--- src/rtl/pipe_stage_skid.sv ---
// Valid/ready stage register with a 2-entry skid and synchronous flush-to-bubble; PIPE_STAGE_SKID_STATS_EN adds stall/flush counters.
// Latency 1 cycle, 1 beat/cycle; in_ready comes only from the state register and drops while both entries are held.
module pipe_stage_skid #(
   parameter int                DATA_W = 64,
   parameter logic [DATA_W-1:0] BUBBLE = {DATA_W{1'b0}}
`ifdef PIPE_STAGE_SKID_STATS_EN
   ,
   parameter int                STAT_W = 16
`endif
) (
   input  logic              clk,
   input  logic              rst,
   input  logic              flush,
   input  logic              in_valid,
   input  logic [DATA_W-1:0] in_data,
   output logic              in_ready,
   output logic              out_valid,
   output logic [DATA_W-1:0] out_data,
   input  logic              out_ready
`ifdef PIPE_STAGE_SKID_STATS_EN
   ,
   output logic [STAT_W-1:0] stall_cnt,
   output logic [STAT_W-1:0] flush_cnt
`endif
);

   typedef enum logic [1:0] {
      S_EMPTY = 2'd0,
      S_BUSY  = 2'd1,
      S_FULL  = 2'd2
   } state_t;

   state_t            r_state;
   state_t            w_state_nxt;
   logic [DATA_W-1:0] r_main;
   logic [DATA_W-1:0] r_skid;
   logic              w_in_fire;
   logic              w_out_fire;

   assign w_in_fire  = in_valid & in_ready;
   assign w_out_fire = out_valid & out_ready;

   always_ff @(posedge clk) begin
      if (rst || flush) begin
         r_state <= S_EMPTY;
      end else begin
         r_state <= w_state_nxt;
      end
   end

   always_comb begin
      w_state_nxt = r_state;
      case (r_state)
         S_EMPTY: begin
            if (w_in_fire) w_state_nxt = S_BUSY;
         end
         S_BUSY: begin
            if (w_in_fire && !w_out_fire)      w_state_nxt = S_FULL;
            else if (!w_in_fire && w_out_fire) w_state_nxt = S_EMPTY;
         end
         S_FULL: begin
            if (w_out_fire) w_state_nxt = S_BUSY;
         end
         default: w_state_nxt = S_EMPTY;
      endcase
   end

   // Handshake outputs decode the state register only: no path from out_ready to in_ready.
   always_comb begin
      out_valid = (r_state != S_EMPTY);
      in_ready  = (r_state != S_FULL);
   end

   // Vacated entries are reloaded with BUBBLE so out_data shows the NOP whenever empty.
   always_ff @(posedge clk) begin
      if (rst || flush) begin
         r_main <= BUBBLE;
         r_skid <= BUBBLE;
      end else begin
         case (r_state)
            S_EMPTY: begin
               if (w_in_fire) r_main <= in_data;
            end
            S_BUSY: begin
               if (w_in_fire && w_out_fire) r_main <= in_data;
               else if (w_in_fire)          r_skid <= in_data;
               else if (w_out_fire)         r_main <= BUBBLE;
            end
            S_FULL: begin
               if (w_out_fire) begin
                  r_main <= r_skid;
                  r_skid <= BUBBLE;
               end
            end
            default: begin
               r_main <= BUBBLE;
               r_skid <= BUBBLE;
            end
         endcase
      end
   end

   assign out_data = r_main;

`ifdef PIPE_STAGE_SKID_STATS_EN
   logic [STAT_W-1:0] r_stall_cnt;
   logic [STAT_W-1:0] r_flush_cnt;

   // Counters saturate and survive flush; only rst clears them.
   always_ff @(posedge clk) begin
      if (rst) begin
         r_stall_cnt <= '0;
         r_flush_cnt <= '0;
      end else begin
         if (out_valid && !out_ready && (r_stall_cnt != {STAT_W{1'b1}}))
            r_stall_cnt <= r_stall_cnt + 1'b1;
         if (flush && (r_flush_cnt != {STAT_W{1'b1}}))
            r_flush_cnt <= r_flush_cnt + 1'b1;
      end
   end

   assign stall_cnt = r_stall_cnt;
   assign flush_cnt = r_flush_cnt;
`endif

endmodule
--- config.mk ---
export PLATFORM = sky130hd
export DESIGN_NAME = pipe_stage_skid
export DESIGN_NICKNAME = d
export VERILOG_FILES = /design/src/rtl/pipe_stage_skid.sv
export SDC_FILE = /design/constraint.sdc
export NUM_CORES = 1
export LEC_CHECK = 0
export CAP_MARGIN = 15
export CORE_AREA = 2 2 106 108
export DETAILED_ROUTE_END_ITERATION = 16
export DIE_AREA = 0 0 108 110
export GPL_TIMING_DRIVEN = 0
export PLACE_DENSITY = 0.84
export SLEW_MARGIN = 20
export SYNTH_ARGS = -nofsm -noshare
export SYNTH_HDL_FRONTEND = slang
export SYNTH_SLANG_ARGS = --single-unit
--- constraint.sdc ---
create_clock -name clk -period 3.1 [get_ports clk]
set_clock_uncertainty 0.2 [all_clocks]
set_input_delay 0.31 -clock clk [delete_from_list [all_inputs] [get_ports clk]]
set_output_delay 0.31 -clock clk [all_outputs]
set_load 0.1 [all_outputs]
Yosys cells after proc, flatten, opt, wreduce, memory -nomap -nowiden
Index checks and enable logic that the tools add are counted.
{ "totals": {"register_bits": 130, "in_bits": 69, "output_inout_bits": 66, "elab_cells": 40} }
{ "op_classes": {"eq_ne": 10, "n_mux": 13, "bitwise": 3, "reduce_logical": 11} }
{ "ops": {"columns": ["cell", "n"], "rows": [
  ["two-way mux 64 bit", 6],
  ["one-hot mux 64 bit (3 select lines)", 2],
  ["!= test 2 bit, second input constant", 5],
  ["!= test 3 bit, second input constant", 3],
  ["two-way mux 2 bit", 4],
  ["AND reduction 4 bit", 2],
  ["one-hot mux 2 bit (3 select lines)", 1],
  ["logical AND 1 bit", 3],
  ["AND reduction 3 bit", 1],
  ["AND 1 bit", 2],
  ["equality test 2 x 1 -> 1 bit, second input constant", 1],
  ["equality test 2 bit, second input constant", 1],
  ["logical NOT 1 bit", 2],
  ["logical NOT 2 bit", 1],
  ["nonzero test 2 bit", 1],
  ["logical OR 1 bit", 1],
  ["inverter 1 bit", 1]
]} }

Depth between registers and ports, before layout
{ "depth": {"ltp_word": 7, "ltp_mapped": 6, "mapped_depth_nobuf": 3} }

Worst setup path after synthesis
OpenSTA, ideal clock, no wires.
{ "synth_timing": {"path_type": "flip-flop to flip-flop", "start": "register r_state[0]", "end": "register r_main[10], in the netlist out_data[10]", "setup_time_ns": 0.122, "arrival_time_ns": 2.177, "required_time_ns": 2.778, "slack_ns": 0.600, "path_stages_with_launch": 6, "n_path_buf": 2, "synth_period_minus_slack_ns": 2.500, "path_cell_list": "dfxtp_1 > clkbuf_1 > nand2b_1 > clkbuf_1 > nor3_1 > a221o_1"} }
{ "synth_between": {"elab_chain_cells": 5} }
{ "synth_lines": {"columns": ["element", "line_no", "text"], "rows": [
  ["from (decl)", "33", "state_t r_state;"],
  ["from (signal assigned)", "47", "r_state <= w_state_nxt;"],
  ["!= test 2 bit *", "71", "in_ready = (r_state != S_FULL);"],
  ["named net in_ready", "16", "output logic in_ready,"],
  ["AND 1 bit *", "40", "assign w_in_fire = in_valid & in_ready;"],
  ["logical AND 1 bit", "85", "if (w_in_fire && w_out_fire) r_main <= in_data;"],
  ["!= test 3 bit (no line) / two-way mux 64 bit (equally long branches)", null, null],
  ["AND reduction 4 bit (no line) / one-hot mux 64 bit (3 select lines) (equally long branches)", null, null],
  ["to (signal assigned)", "82", "if (w_in_fire) r_main <= in_data;"],
  ["to (signal assigned)", "85", null],
  ["to (signal assigned)", "91", "r_main <= r_skid;"],
  ["to (decl)", "35", "logic [DATA_W-1:0] r_main;"]
]} }
The timed path passes the listed nets; every way through them passes the cells marked *.
A chain may end at the register's enable or synchronous reset.

Worst setup path after layout
{ "layout_timing": {"start": "register r_state[0]", "end": "output port in_ready"} }
{ "layout_between": {"elab_chain_cells": 1} }
{ "layout_lines": {"columns": ["element", "line_no"], "rows": [
  ["!= test 2 bit", "71"],
  ["to (decl)", "16"]
]} }
No other way between the ends.

==> results.toml <==
[power_and_ir_drop]
p_leak_nw = 2.40
power_frac_comb_pct = 14.1
power.switching_mw = 1.22
pwr-share-seq_pct = 41.1
intPower_mw = 2.99
clockPowerShare_pct = 44.9
swShare_pct = 29.0
powerDensity_nw_per_um2 = 547
ir_drop_mv = 0.368

[sta]
fin_crit_sh_pct = 94.4
fin_crit_ns = 2.93
max_freq_ghz = 0.342
grt_setup_unrepaired = "no"
worstMarginPinSlew_ns = 1.02
slew_violations = 0
hold_viol_final = 0
setup_violations = 0
slew_headroom_pct = 31.8
whs_ns = 0.0221
fin_tns_setup_ns = 0

[logic_synthesis]
synth-async-reset-ratio_pct = 0
ys_warn_count = 0
synth_area_um2 = 5640
synth_top_area_share_pct = 46.1
synth-seq-cells = 130
synth_common_cells = "nand2_1, dfxtp_1"
synth_ff_type = "dfxtp_1"
synth_top_family_by_area = "simple AND/OR/NAND/NOR gates"
synthMuxAreaShare_pct = 0.377
avgSynthCellArea_um2 = 8.46
syn-num-nets = 736
ys_types = 25
synth_cells = 667
synth_edf_count = 0
synth.most_common_cell = "nand2_1"
synth_area_leaders = "dfxtp_1, nand2_1, a221o_1, nand3b_1, a31oi_1"
synthAdderAreaFrac_pct = 0
synthSimpleGateAreaFrac_pct = 28.4
synth_xor_xnor_area_share_pct = 0
post-synth-top-area-cell = "dfxtp_1"
yosysSeqAreaShare_pct = 46.1
synth-compound-area-share_pct = 19.1

[setup_path]
cp.depth = 4
reg2reg_from = "r_state[0]"
cp_data_required_time_ns = 2.59
crit_top_cell = "clkbuf_1"
cpMaxStageDelayCell = "clkdlybuf4s15_2"
r2r_cells = 5
cp-end-kind = "output pin"
critPathBufInv = 3
critPathCapture = "in_ready"
r2r_slack_ns = 0.87
r2r_end = "r_skid[57]"
path_class = "reg -> out"
critPathTopFamily = "buffers and inverters"
cp_max_fo = 10
cp.arrival_ns = 2.42
path_cells = "clkbuf_1 -> nand2b_1 -> clkbuf_1 -> clkdlybuf4s15_2"
cp-start-kind = "register"
critPathLaunch = "r_state[0]"
max_stage_delay_ns = 0.63

[cts]
postCtsSetupBuffers = 0
cts_tree = "done"
cts-root-buf = "clkbuf_8"
insertion_delay_ns = 0.52
cts_max_level = 4
clock_path_buffers = 2
cts_made_buffers = 17
ctsHoldBuffers = 0
clk_pin_slew_ns = 0.06
post_cts_resize_count = 4
clock-sinks = 130

[place]
place_inst = 940
dpl.hpwl_um = 11700
io_buffer_count = 133
gp_congestion = 0.863

[hold_path]
hp-class = "in -> reg"
worstHoldPathCells = 3

[route]
drt_first_pass_iters = 6
wl_per_cell_um = 17.7
viasPerCell = 6.00
drtIter0Drc = 494
post-route-drc-count = 0
totalWireLength_um = 17200
num_vias = 5828
ant_nets = 0

[global_route]
grt_max_degree = 17
grt_pass1_wl_um = 27600
grt_pass1_vias = 5682
antenna_found_initial = 0
grt_usage_pct = 29.0
grt_overflow = 0

[final_layout]
syn_to_final_growth_pct = 36.6
fin_nets = 888
diodes = 0
final_cells = 972
drive_gt1_share_pct = 7.45

[floorplanning]
boundaryPins = 135
die_h_um = 110
die_w_um = 108
core_um2 = 10700
initial_utilization_pct = 52.7
dieArea_um2 = 11900
rows = 38

[flow_run]
max_cap_viol_count = 0

[status]
status = "completed"
==> metrics by stage <==
stage / util (%) / worst slack, ns / instance area [um^2] / total power, mW
after detailed placement: 66.8 / 0.143 / 7150 / 2.35
after CTS: 72.1 / 0.207 / 7710 / 4.21
final: 72.1 / 0.174 / 7710 / 4.21
after global placement: 66.8 / 0.215 / 7150 / 2.35
after global routing: 72.1 / 0.0940 / 7710 / 4.33
after floorplan: - / 0.600 / 5640 / 2.14
==> state kept, by name, indices dropped and copies added (netlist names) <==
| register | flops |
|---|---|
| out_data | 64 |
| r_skid | 64 |
| r_state | 2 |
==> per-layer routing <==
layer | vias to the layer above | share of wire, % | GRT usage [%]
met1 | 2763 | 42 | 37.1
li1 | 2739 | - | -
met5 | - | 0 | 0
met4 | 0 | 1.8 | 10.4
met3 | 32 | 8.0 | 5.82
met2 | 294 | 48 | 48.8
==> cell type report <==
class / instances / area [um^2]
clock inverter: 14 / 131
tap: 140 / 175
fill: 809 / 2990
timing repair buffer: 133 / 1330
buffer: 71 / 338
multi-input combinational: 466 / 2700
clock buffer: 18 / 428
sequential: 130 / 2600
==> power groups by stage <==
stage	registers (mW)	logic, mW	clock network (mW)
floorplan	1.97	0.166	0
global placement	1.76	0.581	0
detailed placement	1.77	0.589	0
CTS	1.73	0.591	1.89
global route	1.73	0.619	1.98
finish	1.73	0.594	1.89
==> layout by cell type (no fill, tap or decap), types with 2 or more instances in the layout <==
cell             count
a21oi_1              2
a221o_1             64
a31oi_1             64
buf_1               11
buf_2               18
buf_6                6
clkbuf_1            35
clkbuf_16           16
clkbuf_8             2
clkdlybuf4s50_1    131
clkinv_2             3
clkinv_4             4
clkinvlp_4           3
dfxtp_1            130
inv_6                2
nand2_1            193
nand2b_1             2
nand3b_1            64
nor2b_1              2
nor3_1              64
==> cell families (layout without fill, tap and decap cells) <==
| group | Yosys count | in the layout |
|---|---|---|
| and+or+nand+nor | 332 | 332 |
| buffers and inverters | 71 | 236 |
| DFF | 130 | 130 |
| muxes | 2 | 2 |
| AOI/OAI and AO/OA | 132 | 132 |
==> worst reg2reg max path, cell delays in order (launching register included) <==
cell,delay (ns)
dfxtp_1,0.30
clkbuf_1,0.17
nor2_1,0.71
clkbuf_1,0.44
nand2_1,0.12
a31oi_1,0.21
==> worst min path at each step <==
stage                       from           end  slack, ns
global placement    out_data[60]  out_data[60]       0.27
floorplan             in_data[0]   out_data[0]       0.25
detailed placement  out_data[58]  out_data[58]       0.27
CTS                    out_ready    r_state[1]      0.008
global route           out_ready    r_state[1]       0.06
finish                 out_ready    r_state[1]       0.02
Power figures use the tool's default switching activity.
